$ cat src/rtl/bot_multi_if_pkg.sv
// Shared constants for the multi-bot PicoBlaze register interface:
// register offsets, fixed read-back values and default field widths.
package bot_multi_if_pkg;

    localparam int ORIENT_W_DEF = 3;

    localparam logic [3:0] REG_MOTCTL  = 4'h0;
    localparam logic [3:0] REG_LOCX    = 4'h1;
    localparam logic [3:0] REG_LOCY    = 4'h2;
    localparam logic [3:0] REG_BOTINFO = 4'h3;
    localparam logic [3:0] REG_SENSORS = 4'h4;
    localparam logic [3:0] REG_RSVD_5  = 4'h5;
    localparam logic [3:0] REG_RSVD_6  = 4'h6;
    localparam logic [3:0] REG_BOTCFG  = 4'h7;
    localparam logic [3:0] REG_MAPX    = 4'h8;
    localparam logic [3:0] REG_MAPY    = 4'h9;
    localparam logic [3:0] REG_MAPVAL  = 4'hA;
    localparam logic [3:0] REG_RSVD_B  = 4'hB;
    localparam logic [3:0] REG_LOAD    = 4'hC;
    localparam logic [3:0] REG_RSVD_D  = 4'hD;
    localparam logic [3:0] REG_UPD     = 4'hE;
    localparam logic [3:0] REG_RSVD_F  = 4'hF;

    localparam logic [7:0] RD_VAL_5 = 8'h55;
    localparam logic [7:0] RD_VAL_6 = 8'h66;
    localparam logic [7:0] RD_VAL_8 = 8'h88;
    localparam logic [7:0] RD_VAL_9 = 8'h99;
    localparam logic [7:0] RD_VAL_B = 8'hBB;
    localparam logic [7:0] RD_VAL_F = 8'hAA;

endpackage

$ cat src/rtl/bot_if_bank.sv
// One bot's holding/system registers, load pulse, update flag and, with
// BOT_MULTI_IF_UPD_CNT_EN defined, an 8-bit load counter behind register 0xF.
module bot_if_bank
    import bot_multi_if_pkg::*;
#(
    parameter int ORIENT_W = ORIENT_W_DEF
) (
    input  logic                clk,
    input  logic                reset,
    input  logic                wr_en,
    input  logic [3:0]          reg_addr,
    input  logic [7:0]          data_in,
    input  logic                orient_ovr_en,
    input  logic [ORIENT_W-1:0] orient_ovr,
    input  logic                upd_ack,
    output logic [7:0]          loc_x_int,
    output logic [7:0]          loc_y_int,
    output logic [7:0]          bot_info_int,
    output logic [7:0]          sensors_int,
    output logic [7:0]          loc_x,
    output logic [7:0]          loc_y,
    output logic [7:0]          bot_info,
    output logic [7:0]          sensors,
    output logic                upd_flag,
    output logic [7:0]          reg_f
);

    logic [7:0] loc_x_int_r, loc_y_int_r, bot_info_int_r, sensors_int_r;
    logic [7:0] loc_x_r, loc_y_r, bot_info_r, sensors_r;
    logic       load_pulse_r;
    logic       upd_r;
    logic [7:0] bot_info_wr_s;

    // Orientation override replaces only the low ORIENT_W bits of the written byte
    always_comb begin
        bot_info_wr_s = data_in;
        if (orient_ovr_en) begin
            bot_info_wr_s[ORIENT_W-1:0] = orient_ovr;
        end else begin
            bot_info_wr_s = data_in;
        end
    end

    // Holding writes, registered load pulse, atomic copy and update handshake
    always_ff @(posedge clk) begin
        if (reset) begin
            loc_x_int_r    <= 8'h00;
            loc_y_int_r    <= 8'h00;
            bot_info_int_r <= 8'h00;
            sensors_int_r  <= 8'h00;
            loc_x_r        <= 8'h00;
            loc_y_r        <= 8'h00;
            bot_info_r     <= 8'h00;
            sensors_r      <= 8'h00;
            load_pulse_r   <= 1'b0;
            upd_r          <= 1'b0;
        end else begin
            load_pulse_r <= wr_en && (reg_addr == REG_LOAD);
            if (wr_en) begin
                case (reg_addr)
                    REG_LOCX:    loc_x_int_r    <= data_in;
                    REG_LOCY:    loc_y_int_r    <= data_in;
                    REG_BOTINFO: bot_info_int_r <= bot_info_wr_s;
                    REG_SENSORS: sensors_int_r  <= data_in;
                    default:     ;
                endcase
            end
            // Copy uses pre-edge holding values, so a same-cycle write lands in holding only
            if (load_pulse_r) begin
                loc_x_r    <= loc_x_int_r;
                loc_y_r    <= loc_y_int_r;
                bot_info_r <= bot_info_int_r;
                sensors_r  <= sensors_int_r;
            end
            if (wr_en && (reg_addr == REG_UPD)) begin
                upd_r <= 1'b1;
            end else if (upd_ack) begin
                upd_r <= 1'b0;
            end
        end
    end

`ifdef BOT_MULTI_IF_UPD_CNT_EN
    logic [7:0] load_cnt_r;

    // Load counter, wraps naturally from 255 to 0
    always_ff @(posedge clk) begin
        if (reset) begin
            load_cnt_r <= 8'h00;
        end else if (load_pulse_r) begin
            load_cnt_r <= load_cnt_r + 8'h01;
        end
    end

    assign reg_f = load_cnt_r;
`else
    assign reg_f = RD_VAL_F;
`endif

    assign loc_x_int    = loc_x_int_r;
    assign loc_y_int    = loc_y_int_r;
    assign bot_info_int = bot_info_int_r;
    assign sensors_int  = sensors_int_r;
    assign loc_x        = loc_x_r;
    assign loc_y        = loc_y_r;
    assign bot_info     = bot_info_r;
    assign sensors      = sensors_r;
    assign upd_flag     = upd_r;

endmodule

$ cat src/rtl/bot_multi_if.sv
// PicoBlaze I/O interface for NUM_BOTS Rojobots: bank decode, read mux and shared
// map registers. Optional macro BOT_MULTI_IF_UPD_CNT_EN enables per-bot load counters.
module bot_multi_if
    import bot_multi_if_pkg::*;
#(
    parameter int         NUM_BOTS     = 4,
    parameter int         ORIENT_W     = ORIENT_W_DEF,
    parameter logic [7:0] BAD_BANK_VAL = 8'hEE
) (
    input  logic                         clk,
    input  logic                         reset,
    input  logic                         Wr_Strobe,
    input  logic                         Rd_Strobe,
    input  logic [7:0]                   AddrIn,
    input  logic [7:0]                   DataIn,
    output logic [7:0]                   DataOut,
    input  logic [8*NUM_BOTS-1:0]        MotCtl,
    input  logic [8*NUM_BOTS-1:0]        BotConfig,
    input  logic [NUM_BOTS-1:0]          OrientOvrEn,
    input  logic [ORIENT_W*NUM_BOTS-1:0] OrientOvr,
    output logic [8*NUM_BOTS-1:0]        LocX,
    output logic [8*NUM_BOTS-1:0]        LocY,
    output logic [8*NUM_BOTS-1:0]        BotInfo,
    output logic [8*NUM_BOTS-1:0]        Sensors,
    output logic [7:0]                   MapX,
    output logic [7:0]                   MapY,
    output logic [3:0]                   MapBot,
    input  logic [1:0]                   MapVal,
    output logic [NUM_BOTS-1:0]          upd_sysregs,
    input  logic [NUM_BOTS-1:0]          upd_ack
);

    localparam logic [4:0] NUM_BOTS_W = 5'(NUM_BOTS);

    logic [3:0] bank_s;
    logic [3:0] reg_s;
    logic       bank_ok_s;
    logic       wr_ok_s;
    logic [7:0] rd_data_s;
    logic [7:0] data_out_r, map_x_r, map_y_r;
    logic [3:0] map_bot_r;
    logic       unused_rd_strobe_s;

    // Per-bank read-back arrays sized for the full 16-bank address space
    logic [7:0] mot_s [16];
    logic [7:0] cfg_s [16];
    logic [7:0] hx_s  [16];
    logic [7:0] hy_s  [16];
    logic [7:0] hi_s  [16];
    logic [7:0] hs_s  [16];
    logic [7:0] rf_s  [16];
    logic       upd_s [16];

    assign bank_s             = AddrIn[7:4];
    assign reg_s              = AddrIn[3:0];
    assign bank_ok_s          = ({1'b0, bank_s} < NUM_BOTS_W);
    assign wr_ok_s            = Wr_Strobe && bank_ok_s;
    assign unused_rd_strobe_s = Rd_Strobe;

    for (genvar b = 0; b < 16; b++) begin : g_bank
        if (b < NUM_BOTS) begin : g_on
            bot_if_bank #(.ORIENT_W(ORIENT_W)) u_bank (
                .clk          (clk),
                .reset        (reset),
                .wr_en        (wr_ok_s && (bank_s == 4'(b))),
                .reg_addr     (reg_s),
                .data_in      (DataIn),
                .orient_ovr_en(OrientOvrEn[b]),
                .orient_ovr   (OrientOvr[ORIENT_W*b +: ORIENT_W]),
                .upd_ack      (upd_ack[b]),
                .loc_x_int    (hx_s[b]),
                .loc_y_int    (hy_s[b]),
                .bot_info_int (hi_s[b]),
                .sensors_int  (hs_s[b]),
                .loc_x        (LocX[8*b +: 8]),
                .loc_y        (LocY[8*b +: 8]),
                .bot_info     (BotInfo[8*b +: 8]),
                .sensors      (Sensors[8*b +: 8]),
                .upd_flag     (upd_s[b]),
                .reg_f        (rf_s[b])
            );
            assign mot_s[b]       = MotCtl[8*b +: 8];
            assign cfg_s[b]       = BotConfig[8*b +: 8];
            assign upd_sysregs[b] = upd_s[b];
        end else begin : g_off
            assign mot_s[b] = 8'h00;
            assign cfg_s[b] = 8'h00;
            assign hx_s[b]  = 8'h00;
            assign hy_s[b]  = 8'h00;
            assign hi_s[b]  = 8'h00;
            assign hs_s[b]  = 8'h00;
            assign rf_s[b]  = 8'h00;
            assign upd_s[b] = 1'b0;
        end
    end

    // Read mux: fixed values for reserved offsets, bad-bank value outside NUM_BOTS
    always_comb begin
        rd_data_s = BAD_BANK_VAL;
        if (bank_ok_s) begin
            case (reg_s)
                REG_MOTCTL:  rd_data_s = mot_s[bank_s];
                REG_LOCX:    rd_data_s = hx_s[bank_s];
                REG_LOCY:    rd_data_s = hy_s[bank_s];
                REG_BOTINFO: rd_data_s = hi_s[bank_s];
                REG_SENSORS: rd_data_s = hs_s[bank_s];
                REG_RSVD_5:  rd_data_s = RD_VAL_5;
                REG_RSVD_6:  rd_data_s = RD_VAL_6;
                REG_BOTCFG:  rd_data_s = cfg_s[bank_s];
                REG_MAPX:    rd_data_s = RD_VAL_8;
                REG_MAPY:    rd_data_s = RD_VAL_9;
                REG_MAPVAL:  rd_data_s = {6'b000000, MapVal};
                REG_RSVD_B:  rd_data_s = RD_VAL_B;
                REG_UPD:     rd_data_s = {7'b0000000, upd_s[bank_s]};
                REG_RSVD_F:  rd_data_s = rf_s[bank_s];
                default:     rd_data_s = 8'h00;
            endcase
        end else begin
            rd_data_s = BAD_BANK_VAL;
        end
    end

    // Registered read data and the shared world-map address registers
    always_ff @(posedge clk) begin
        if (reset) begin
            data_out_r <= 8'h00;
            map_x_r    <= 8'h00;
            map_y_r    <= 8'h00;
            map_bot_r  <= 4'h0;
        end else begin
            data_out_r <= rd_data_s;
            if (wr_ok_s && (reg_s == REG_MAPX)) begin
                map_x_r   <= DataIn;
                map_bot_r <= bank_s;
            end
            if (wr_ok_s && (reg_s == REG_MAPY)) begin
                map_y_r   <= DataIn;
                map_bot_r <= bank_s;
            end
        end
    end

    assign DataOut = data_out_r;
    assign MapX    = map_x_r;
    assign MapY    = map_y_r;
    assign MapBot  = map_bot_r;

endmodule

$ cat config.mk
export PLATFORM = sky130hd
export DESIGN_NAME = bot_multi_if
export DESIGN_NICKNAME = d
export VERILOG_FILES = /design/src/rtl/bot_multi_if_pkg.sv /design/src/rtl/bot_if_bank.sv /design/src/rtl/bot_multi_if.sv
export SDC_FILE = /design/constraint.sdc
export NUM_CORES = 1
export LEC_CHECK = 0
export BUFFER_PORTS_ARGS = -buffer_cell sky130_fd_sc_hd__buf_2
export CORE_MARGIN = 5
export CORE_UTILIZATION = 62
export CTS_BUF_LIST = sky130_fd_sc_hd__clkbuf_8
export DETAILED_ROUTE_END_ITERATION = 6
export GPL_TIMING_DRIVEN = 0
export PLACE_DENSITY_LB_ADDON = 0.25
export SYNTH_ARGS = -nofsm -noshare
export SYNTH_HDL_FRONTEND = slang
export SYNTH_HIERARCHICAL = 1
export SYNTH_SLANG_ARGS = --single-unit
$ cat constraint.sdc
create_clock -name clk -period 4.58 [get_ports clk]
set_input_delay 0.916 -clock clk [delete_from_list [all_inputs] [get_ports clk]]
set_output_delay 0.916 -clock clk [all_outputs]
set_load 0.01 [all_outputs]
==> summary.txt, run 1 <==
Status
  – Status: finished, final reports clean

Synth
  – Post-synthesis xor/xnor area fraction: 0%
  – Syn_area_per_cell: ~11 sq um
  – Cells after Synth: about 1300
  – Adder-cell share of the synthesized area: 0%
  – Synthesized flop and latch total: 292
  – Count of yosys warnings during synthesis: 6
  – Synth Area in Compound Gates: around 4%
  – Yosys cell types: 57
  – Largest family of logic cells by synthesized area: multiplexers
  – Seq/Total Area, Yosys: ~44%
  – Post-synth EDFFs: 0
  – Async S/R FF share, synth: 0%
  – Post-Syn Area: 0.0134 sq mm
  – Synth Area in Simple Gates: between 10% and 20%
  – Main flop type after synthesis: dfxtp_1
  – Mux contribution to synthesized area: between 20% and 30%

Detailed routing
  – Number of remaining DRC errors: 0
  – DRT iter0 DRCs: 1103
  – Post-DRT Antenna Nets: 0
  – Vias: between 10000 and 15000
  – Per-cell routed wire length: around 25 um
  – Post-DR vias/cell: 5.93
  – First-pass iteration count of the detailed router: 5
  – Drt total wl: 47.0 mm

Cells and area
  – Commonest non-fill, non-tap cell in the layout: buf_2
  – Commonest non-fill, non-tap cells in the layout: 308 x buf_2, 292 x dfxtp_1, 270 x mux2i_1, 163 x nand2b_1, 150 x nor2_1
  – Fin nets: roughly 1700
  – Area occupied by multi-input gates: 0.00694 sq mm
  – Area delta synth->final: 19.4%
  – Storage element area: roughly 0.0058 sq mm
  – # fillers: 1473
  – Layout cells sized above 1: 29.8%
  – Utilization after layout: approximately 76%

Setup path
  – Critical path launch point type: input port
  – CP max stage delay: a little under 1 ns
  – RR Endpoint: DataOut[7]
  – CP arrival: about 3.7 ns
  – Top delay family on crit path: simple AND/OR/NAND/NOR gates
  – Cells on worst reg2reg path: 5
  – FF-to-FF Start: g_bank[2].g_on.u_bank/loc_y_int[7]
  – WP buf/inv: 2
  – Slowest cell on crit path: nor3b_1
  – Worst Path Required: 5.07 ns
  – R2R Setup Slk: about 2.6 ns
  – CP endpoint kind: flop
  – Critical-path maximum fanout: 8
  – Kind of critical path: in -> reg
  – Critical-path cell list: buf_2 -> or3b_2 -> nor3b_1 -> and4bb_2 -> and2_1 -> buf_2 -> mux2i_1
  – Most used cell, CP: buf_2

Placement
  – Hpwl dp: approximately 35 mm
  – IO Port Bufs: ~260
  – GPL Wtd Cong: 0.987

Min path
  – Hold path startpoint: MapY[4]
  – Hold Crit Class: reg -> reg
  – WHS Endpoint: MapY[4]
  – Hold path cells: 2

Clock tree
  – Clock-pin slew on the worst setup and hold paths: approximately 0.06 ns
  – Worst-Skew Late Latency: approximately 0.57 ns
  – Hold_buf cts: 0
  – CTS sink cnt: about 290
  – Level count of the clock H-tree: 2
  – Num CTS Buffers: 46
  – CTS root buf: clkbuf_8
  – # resized after CTS: 0
  – CTS tree: built
  – Post-CTS setup buffers: 0
  – Clk buf depth: 3

Global route
  – Largest net degree at the start of global routing: 39
  – Initial antenna violation count: 1
  – First-pass GRT wire length: ~70 mm
  – Vias in the first global route: 11200
  – Total gr overflow: 0
  – Tot GR Track Use: 37.4%

STA
  – Final hold vios: 0
  – Fin crit share: between 70% and 80%
  – RSZ-0062 raised after global routing: no
  – Max-slew headroom: 21.7%
  – Worst-margin pin slew: roughly 1.2 ns
  – Max Slew Vio Count: 0
  – Tmin final: between 3 and 4 ns
  – Fmax: between 300 and 400 MHz
  – Clk_skew: approximately 0.034 ns
  – Final Setup Violations: 0
  – TNS Setup: 0 ns

Power
  – PD cells: ~310 mW/mm^2
  – Max VDD drop: roughly 0.24 mV
  – Leakage power: 0.00711 uW
  – Final total power: 5050 uW

Floorplanning
  – Initial core utilization: between 60% and 70%
  – Die Y: around 160 um
  – Die width: between 150 and 200 um
  – Boundary pin count: roughly 270
  – Core area: about 0.021 sq mm
  – Die Area: around 0.025 sq mm
  – Std-Cell Rows: 53

Run
  – Max Cap Viol: 0
sequential cells by signal (all words and copies together), names as in the netlist:
signal and cells:
g_bank.g_on.u_bank/sensors_int 32, g_bank.g_on.u_bank/sensors 32, MapBot 4, MapX 8
g_bank.g_on.u_bank/upd_flag 4, g_bank.g_on.u_bank/loc_x_int 32, g_bank.g_on.u_bank/loc_y_int 32, DataOut 8
g_bank.g_on.u_bank/load_pulse_r 4, MapY 8, g_bank.g_on.u_bank/bot_info 32, g_bank.g_on.u_bank/loc_y 32
g_bank.g_on.u_bank/loc_x 32, g_bank.g_on.u_bank/bot_info_int 32
Yosys cell counts, drive strengths merged (3+ instances only):
cell    instances  area [sq um]
conb            8          30.0
dfxtp         292          5850
nor2b           8          50.1
o22ai           3          18.8
and2            5          31.3
mux4           57          1300
a211oi         12          90.1
nand3          21           105
nor2          150           563
nor3           19           100
o21ai           7          35.0
nor3b           4          30.0
nand2          24          90.1
clkbuf         36           135
or3             4          30.0
buf            90           586
or4b            4          55.1
a31oi           3          18.8
and4bb          4          50.1
mux2i         270          2700
nand4           4          25.0
nand2b        167          1070
a21oi          37           185
layout make-up:
| type | instances | share of cell area, % |
|---|---|---|
| multi-input combinational | 867 | 43.3 |
| sequential | 292 | 36.5 |
| timing repair buffer | 261 | 8.15 |
| clock buffer | 53 | 4.55 |
| buffer | 126 | 4.49 |
| tap | 275 | 2.15 |
| clock inverter | 30 | 0.858 |
| inverter | 1 | 0.0234 |
| antenna | 1 | 0.0156 |
worst max path at each step:
stage / from / end / cells past startpoint
floorplan: AddrIn[5] / g_bank[2].g_on.u_bank/loc_x_int[3] / 8
global placement: AddrIn[5] / g_bank[2].g_on.u_bank/bot_info_int[5] / 8
detailed placement: AddrIn[6] / g_bank[1].g_on.u_bank/bot_info_int[4] / 7
CTS: AddrIn[6] / g_bank[1].g_on.u_bank/bot_info_int[4] / 7
global route: AddrIn[5] / g_bank[2].g_on.u_bank/bot_info_int[6] / 8
finish: AddrIn[6] / g_bank[1].g_on.u_bank/bot_info_int[4] / 7
per-layer routing:
layer	global-route usage (%)	vias up	wire length [um]
met2	58.1	671	20900
met4	18.7	2	2770
met5	0	-	18
met3	7.73	149	4750
met1	50.0	5441	18600
li1	-	5049	-
worst register-to-register path: stages (launching register included):
cell,delay [ns]
dfxtp_1,0.38
mux4_2,0.49
mux2i_1,0.16
o21ai_1,0.09
a2111oi_1,0.52
o22ai_1,0.17
where the power goes:
part	internal, uW	switching [uW]	leakage [uW]
Combinational	172	251	0.00424
Sequential	2550	4.40	0.00235
Clock	1060	1010	0.000519
logic make-up (layout without fill, tap and decap cells):
group           after synthesis  in the layout
mux                         329            329
flops                       292            292
compound gates               84             84
buf+inv                     127            471
other cells                   8             33
simple gates                422            422
stage by stage:
stage | hold slack (ns) | setup slack (ns) | cell area [sq um] | instances
5_1_grt | 0.484 | 1.33 | 16000 | 1905
2_1_floorplan | 0.457 | 1.67 | 13500 | 1286
3_5_place_dp | 0.451 | 0.870 | 15200 | 1822
4_1_cts | 0.461 | 1.44 | 16000 | 1905
6_report | 0.460 | 1.34 | 16000 | 1906
3_3_place_gp | 0.441 | 0.916 | 15200 | 1822
Note: power is estimated with default switching activity, not from simulation.
==> run 2: changes to the inputs <==
--- a/config.mk
+++ b/config.mk
@@ -5,9 +5,10 @@
 export SDC_FILE = /design/constraint.sdc
 export NUM_CORES = 1
 export LEC_CHECK = 0
+export ABC_AREA = 1
 export BUFFER_PORTS_ARGS = -buffer_cell sky130_fd_sc_hd__buf_2
 export CORE_MARGIN = 5
-export CORE_UTILIZATION = 62
+export CORE_UTILIZATION = 52
 export CTS_BUF_LIST = sky130_fd_sc_hd__clkbuf_8
 export DETAILED_ROUTE_END_ITERATION = 6
 export GPL_TIMING_DRIVEN = 0
==> constraint.sdc (replaced) <==
create_clock -name clk -period 2.8 [get_ports clk]
set_input_delay 0.56 -clock clk [delete_from_list [all_inputs] [get_ports clk]]
set_output_delay 0.56 -clock clk [all_outputs]
set_load 0.01 [all_outputs]
==> run 2 against run 1 <==
  * Via count rose by 39%
  * Wire length rose by 17%
  * Combinational power rose by 90%
  * Setup slack got worse by 0.70 ns
  * Global-route usage fell by 3.1 points
  * Critical path type unchanged
  * Core utilization fell by 12 points
  * Critical endpoint is now DataOut[2]
  * Largest power group unchanged
  * Non-clock buffer count rose by 14
==> summary.txt, run 2 <==
Status
  – Status: finished, final reports clean

Synth
  – Mux contribution to synthesized area: 0% (-30 points)
  – Synth Area in Compound Gates: 8.13% (+4.1 points)
  – Yosys cell types: 26 (-54%)
  – Top cells by count, synth: 802 x nand2_1, 428 x nor2_1, 292 x dfxtp_1, 169 x inv_1, 158 x o21ai_0
  – Syn_area_per_cell: 6.35 sq um (-40%)
  – Synthesized flop and latch total: 292 (unchanged)
  – Post-synthesis xor/xnor area fraction: 0% (unchanged)
  – Yosys top cell area share: 40.8% (-2.8 points)
  – Post-synth EDFFs: 0 (unchanged)
  – Most frequent cell after synthesis: nand2_1
  – Post-Syn Area: 0.0143 sq mm (+6.8%)
  – Area leader, netlist: dfxtp_1
  – Adder-cell share of the synthesized area: 0% (unchanged)
  – Cells after Synth: 2259 (+79%)
  – Count of yosys warnings during synthesis: 6 (unchanged)
  – Synth Area in Simple Gates: 40.7% (+24 points)
  – Main flop type after synthesis: dfxtp_1
  – Ranking of synthesized cells by area: dfxtp_1 41%, nand2_1 21%, nor2_1 11%
  – Seq/Total Area, Yosys: 40.8% (-2.8 points)
  – Async S/R FF share, synth: 0% (unchanged)
  – Largest family of logic cells by synthesized area: simple AND/OR/NAND/NOR gates

Cells and area
  – Commonest non-fill, non-tap cell in the layout: nand2_1
  – Fin nets: 2700 (+59%)
  – Commonest non-fill, non-tap cells in the layout: 802 x nand2_1, 428 x nor2_1, 307 x buf_2, 292 x dfxtp_1, 181 x inv_1
  – Area delta synth->final: 20.2%
  – Layout cells sized above 1: 18.2% (-12 points)
  – Post-Layout Cell Count: 2968 (+56%)
  – Area occupied by multi-input gates: 0.00712 sq mm (+2.5%)
  – Storage element area: 0.00585 sq mm (unchanged)
  – # diodes: 0 (-1)
  – # fillers: 2629 (+78%)

Power
  – Clock power frac: 45.5% (+4.4 points)
  – Max VDD drop: 0.489 mV (+100%)
  – Switching power: 2290 uW (+81%)
  – Internal power: 6850 uW (+81%)
  – Seq pwr share: 45.7% (-4.9 points)
  – Leakage power: 0.00934 uW (+31%)
  – Switching portion of total power: 25.1% (-0.037 points)
  – Logic pwr share: 8.8% (+0.4 points)
  – PD cells: 531 mW/mm^2 (+69%)

Detailed routing
  – Top layer in use: met4
  – DRT iter0 DRCs: 1564 (+42%)
  – Post-DR vias/cell: 5.30 (-11%)
  – Wire length on met2: 23.7 mm (+13%)
  – First-pass iteration count of the detailed router: 7 (+2)
  – Post-DRT Antenna Nets: 0 (unchanged)
  – Met3 wire length: 5.76 mm (+21%)
  – Number of remaining DRC errors: 0 (unchanged)
  – Vias: 15700 (+39%)
  – Routed metal-1 wirelength: 24.0 mm (+29%)
  – Drt total wl: 55.1 mm (+17%)
  – Per-cell routed wire length: 18.6 um (-25%)

Setup path
  – FF-to-FF Start: g_bank[1].g_on.u_bank/sensors_int[2]
  – R2R Setup Slk: 1.45 ns (-1.16 ns)
  – Kind of critical path: in -> reg
  – Critical path launch point type: input port
  – CP max stage delay: 0.70 ns (-0.28 ns)
  – CP endpoint kind: flop
  – Slowest cell on crit path: nor2_1
  – Critical-path maximum fanout: 25 (+17)
  – Worst setup path start: AddrIn[0]
  – Most used cell, CP: nand2_1
  – Critical-path cell list: buf_2 -> nand2_1 -> nor2_1 -> nand2_1 -> nand2_1 -> nor2_1 -> nand2_1 -> nand2_1 -> nand2_1
  – Worst Path Required: 3.30 ns (-1.77 ns)
  – Critical path capture point: DataOut[2]
  – RR Endpoint: DataOut[2]
  – Cells on worst reg2reg path: 10 (+5)
  – CP arrival: 2.65 ns (-1.07 ns)

Floorplanning
  – Boundary pin count: 266 (unchanged)
  – Std-Cell Rows: 60 (+13%)
  – Core area: 0.0270 sq mm (+28%)
  – Die Y: 176 um (+12%)
  – Initial core utilization: 53.1% (-10 points)
  – Die width: 176 um (+12%)
  – Die Area: 0.0310 sq mm (+26%)

STA
  – Max-slew headroom: 40.5% (+19 points)
  – Fmax: approximately 460 MHz
  – Clk_skew: 0.0262 ns (-0.00779 ns)
  – RSZ-0062 raised after global routing: no
  – Final worst slack: 0.648 ns (-0.696 ns)
  – Max Slew Vio Count: 0 (unchanged)
  – Tmin final: 2.15 ns
  – Worst-margin pin slew: 0.892 ns (-0.280 ns)
  – TNS Setup: 0 ns (unchanged)
  – Final Setup Violations: 0 (unchanged)
  – Fin crit share: between 70% and 80%
  – Final hold vios: 0 (unchanged)

Clock tree
  – Clock-pin slew on the worst setup and hold paths: 0.06 ns (about the same)
  – Level count of the clock H-tree: 2 (unchanged)
  – # resized after CTS: 0 (unchanged)
  – Worst-Skew Late Latency: 0.58 ns (about the same)
  – CTS root buf: clkbuf_8
  – Post-CTS setup buffers: 0 (unchanged)
  – CTS sink cnt: 292 (unchanged)
  – Clk buf depth: 3 (unchanged)
  – CTS tree: built
  – Num CTS Buffers: 47 (+2.2%)
  – Hold_buf cts: 0 (unchanged)

Global route
  – Largest net degree at the start of global routing: 26 (-33%)
  – Vias in the first global route: 14700 (+32%)
  – First-pass GRT wire length: 83.6 mm (+22%)
  – Initial antenna violation count: 0 (-1)
  – Tot GR Track Use: 34.4% (-3.1 points)
  – Total gr overflow: 0 (unchanged)

Placement
  – IO Port Bufs: 262 (+0.38%)
  – Hpwl dp: 41.7 mm (+18%)
  – GPL Wtd Cong: 0.986 (about the same)
  – Post-place setup slack: 0.154 ns (-0.716 ns)
  – Placed insts: 2886 (+58%)

Min path
  – Hold Crit Class: in -> reg
  – Hold path cells: 4 (+2)

Run
  – Max Cap Viol: 0 (unchanged)
run 2: cell type report:
type	count	share of cell area, %
Sequential cell	292	33.9
Timing Repair Buffer	262	7.61
Clock inverter	23	1.49
Clock buffer	59	4.71
Inverter	183	4.04
Tap cell	341	2.48
Buffer	139	4.44
Multi-Input combinational cell	1669	41.3
run 2: worst min path at each step:
| stage | start | end | slack, ns |
|---|---|---|---|
| 5_1_grt | upd_ack[2] | g_bank[2].g_on.u_bank/upd_flag | 0.27 |
| 3_3_place_gp | MapBot[3] | MapBot[3] | 0.43 |
| 6_report | upd_ack[3] | g_bank[3].g_on.u_bank/upd_flag | 0.24 |
| 2_1_floorplan | g_bank[0].g_on.u_bank/sensors_int[7] | g_bank[0].g_on.u_bank/sensors[7] | 0.45 |
| 4_1_cts | upd_ack[3] | g_bank[3].g_on.u_bank/upd_flag | 0.22 |
| 3_5_place_dp | MapBot[3] | MapBot[3] | 0.44 |
run 2: kinds of logic after synthesis:
| group | Yosys count |
|---|---|
| DFF | 292 |
| AOI/OAI and AO/OA | 233 |
| and+or+nand+nor | 1404 |
| buffers and inverters | 322 |
| other | 8 |
run 2: through the flow:
step	cell area, sq um	hold slack [ns]	utilization (%)	total power, uW
2_1_floorplan	14400	0.445	-	4710
3_5_place_dp	16200	0.439	59.8	5040
4_1_cts	17200	0.218	63.8	9150
5_1_grt	17200	0.272	63.8	9450
3_3_place_gp	16200	0.429	59.8	5040
6_report	17200	0.235	63.8	9150
run 2: power by group through the flow:
stage               clock [uW]  sequential, uW  combinational, uW
floorplan                    0            4280                438
global placement             0            4270                768
detailed placement           0            4270                771
CTS                       4190            4180                774
global route              4410            4180                866
finish                    4160            4180                802
run 2: per-layer routing:
layer	vias up	track usage, %
met2	798	53.0
met4	0	10.6
li1	7643	-
met5	-	0
met3	118	6.00
met1	7162	49.2
run 2: worst max-delay path, delay by kind of cell:
kind,cells,cell delay [ns]
and+or+nand+nor,8,1.48
buffers and inverters,1,0.59
==> run 3: changes to the inputs <==
==> constraint.sdc (replaced) <==
create_clock -name clk -period 1.9 [get_ports clk]
set_input_delay 0.38 -clock clk [delete_from_list [all_inputs] [get_ports clk]]
set_output_delay 0.38 -clock clk [all_outputs]
set_load 0.01 [all_outputs]
==> run 3 against run 2 <==
  * Clock skew grew 0.0010 ns
  * Clock-buffer cell count down 2
  * Sequential power up 47%
  * Critical path depth is 1 higher
  * Largest cell class unchanged
==> summary.txt, run 3 (synthesis results as in run 2) <==
Cells and area
  – Area occupied by multi-input gates: 0.00714 sq mm (+0.32%)
  – # fillers: 2639 (+0.38%)
  – Layout cells sized above 1: 18.3% (+0.17 points)
  – Commonest non-fill, non-tap cell in the layout: nand2_1
  – Commonest non-fill, non-tap cells in the layout: 802 x nand2_1, 425 x nor2_1, 307 x buf_2, 292 x dfxtp_1, 185 x inv_1
  – Area delta synth->final: 19.8%
  – Design area: 0.0172 sq mm (-0.30%)
  – Storage element area: 0.00585 sq mm (unchanged)
  – Fin nets: 2700 (unchanged)
  – # diodes: 0 (unchanged)

Power
  – Final total power: 13100 uW (+43%)
  – Clock power frac: 43.7% (-1.8 points)
  – Internal power: 9630 uW (+41%)
  – PD cells: 760 mW/mm^2 (+43%)
  – Leakage power: 0.00932 uW (-0.20%)
  – Seq pwr share: 47.2% (+1.5 points)
  – Switching power: 3430 uW (+50%)
  – Switching portion of total power: 26.3% (+1.2 points)
  – Max VDD drop: 0.797 mV (+63%)
  – Logic pwr share: 9.1% (+0.3 points)

Detailed routing
  – Number of remaining DRC errors: 0 (unchanged)
  – First-pass iteration count of the detailed router: 6 (-1)
  – Drt total wl: 55.9 mm (+1.5%)
  – Vias: 15900 (+0.96%)
  – DRT iter0 DRCs: 1689 (+8.0%)
  – Post-DRT Antenna Nets: 0 (unchanged)
  – Per-cell routed wire length: 18.8 um (+1.4%)
  – Post-DR vias/cell: 5.34 (+0.86%)

Floorplanning
  – Die Area: 0.0310 sq mm (unchanged)
  – Die width: 176 um (unchanged)
  – Std-Cell Rows: 60 (unchanged)
  – Boundary pin count: 266 (unchanged)
  – Die Y: 176 um (unchanged)
  – Core area: 0.0270 sq mm (unchanged)
  – Initial core utilization: 53.1% (unchanged)

Setup path
  – Most used cell, CP: nand2_1
  – Top delay family on crit path: simple AND/OR/NAND/NOR gates
  – CP arrival: 2.38 ns (-0.27 ns)
  – FF-to-FF Start: g_bank[0].g_on.u_bank/sensors_int[2]
  – CP max stage delay: 0.72 ns (+0.02 ns)
  – Critical path launch point type: input port
  – WP buf/inv: 2 (+1)
  – Slowest cell on crit path: nor2_1
  – CP endpoint kind: flop
  – Critical-path maximum fanout: 15 (-40%)
  – Kind of critical path: in -> reg
  – Cells on worst reg2reg path: 10 (unchanged)
  – R2R Setup Slk: 0.55 ns (-0.90 ns)
  – RR Endpoint: DataOut[2]
  – Critical-path cell list: buf_2 -> inv_2 -> nand2_1 -> nor2_1 -> nand2_1 -> nand2_1 -> nor2_1 -> nand2_1 -> nand2_1 -> nand2_1
  – Worst Path Required: 2.41 ns (-0.89 ns)

STA
  – Max-slew headroom: 41.2% (+0.72 points)
  – Fmax: 537 MHz
  – Worst-margin pin slew: 0.878 ns (-0.0141 ns)
  – TNS Setup: 0 ns (unchanged)
  – Clk_skew: 0.0273 ns (+0.00104 ns)
  – Fin crit share: between 90% and 100%
  – Final worst slack: 0.0380 ns (-0.610 ns)
  – Worst hold margin: 0.0742 ns (-0.161 ns)
  – Max Slew Vio Count: 0 (unchanged)
  – Tmin final: 1.86 ns
  – Final Setup Violations: 0 (unchanged)
  – Final hold vios: 0 (unchanged)
  – RSZ-0062 raised after global routing: no

Clock tree
  – Level count of the clock H-tree: 2 (unchanged)
  – CTS sink cnt: 292 (unchanged)
  – CTS tree: built
  – Num CTS Buffers: 47 (unchanged)
  – Post-CTS setup buffers: 0 (unchanged)
  – CTS root buf: clkbuf_8
  – Clock-pin slew on the worst setup and hold paths: 0.07 ns (about the same)
  – Clk buf depth: 3 (unchanged)
  – Worst-Skew Late Latency: 0.58 ns (about the same)

Global route
  – Initial antenna violation count: 3 (+3)
  – First-pass GRT wire length: 83.2 mm (-0.41%)
  – Total gr overflow: 0 (unchanged)
  – Largest net degree at the start of global routing: 26 (unchanged)
  – Tot GR Track Use: 34.5% (+0.14 points)
  – Vias in the first global route: 14800 (+0.48%)

Placement
  – Area after DPL: 0.0162 sq mm (about the same)
  – IO Port Bufs: 262 (unchanged)
  – Post-place setup slack: -0.539 ns (-0.694 ns)
  – GPL Wtd Cong: 1.02 (+3.1%)
  – Hpwl dp: 42.2 mm (+1.3%)

Min path
  – WHS Endpoint: g_bank[3].g_on.u_bank/upd_flag
  – Hold path startpoint: upd_ack[3]
  – Hold Crit Class: in -> reg
  – Hold path cells: 4 (unchanged)

Status
  – Status: finished, final reports clean

Run
  – Max Cap Viol: 0 (unchanged)
run 3: cell types whose count changed in the layout (fill, tap and decap cells not counted), moves of 2 or more:
cell / previous run / this run
nor2_1: 428 / 425
nor2_2: 12 / 15
nor3_1: 4 / 1
inv_1: 181 / 185
clkinv_2: 3 / 5
bufinv_16: 6 / 3
nor3_2: 0 / 3
clkbuf_8: 59 / 57
run 3: worst max path at each step:
stage	startpoint	to	slack, ns	cells after the start
2_1_floorplan	AddrIn[4]	g_bank[2].g_on.u_bank/loc_x_int[6]	-0.05	9
3_3_place_gp	AddrIn[0]	DataOut[2]	-0.55	9
3_5_place_dp	AddrIn[0]	DataOut[0]	-0.54	9
4_1_cts	AddrIn[0]	DataOut[0]	0.06	9
5_1_grt	AddrIn[3]	DataOut[2]	0.0005	10
6_report	AddrIn[3]	DataOut[2]	0.04	10
run 3: layout make-up:
type / instances / share of cell area, %
multi-input combinational: 1669 / 41.6
sequential: 292 / 34.0
timing repair buffer: 262 / 7.63
clock buffer: 57 / 4.57
buffer: 139 / 4.46
inverter: 183 / 4.06
tap: 341 / 2.48
clock inverter: 28 / 1.22
run 3: per-layer routing:
| layer | part of all wire (%) | vias to the layer above | global-route usage, % | routed length, um |
|---|---|---|---|---|
| met5 | 0.068 | - | 0 | 38 |
| met4 | 3.7 | 6 | 12.3 | 2090 |
| met3 | 12 | 161 | 8.69 | 6520 |
| met2 | 43 | 857 | 53.2 | 24000 |
| met1 | 42 | 7191 | 47.1 | 23300 |
| li1 | - | 7657 | - | - |
run 3: power groups by stage:
stage	Combinational, uW	Clock, uW	Sequential (uW)
4_1_cts	1140	5770	6160
3_5_place_dp	1140	0	6300
6_report	1190	5720	6160
5_1_grt	1280	6070	6160
2_1_floorplan	646	0	6300
3_3_place_gp	1130	0	6300
run 3: worst reg2reg max path: stages, from the launching register on:
cell and delay, ns:
dfxtp_1 0.34, nand2_1 0.08, nand2_1 0.08, nand2_1 0.10, nand3_1 0.09, nand2_1 0.09
nand2_1 0.05, nor2_1 0.16, nand2_1 0.08, nand2_1 0.08, nand2_1 0.08
run 3: metrics by stage:
stage	cells	util, %
floorplan	2283	-
global placement	2886	59.8
detailed placement	2886	59.8
CTS	2971	63.5
global route	2971	63.6
finish	2971	63.6
run 3: repair_timing:
action | CTS | global route
setup endpoints to repair | 0 | 41
gates resized for setup | 0 | 5
hold buffers | 0 | 0
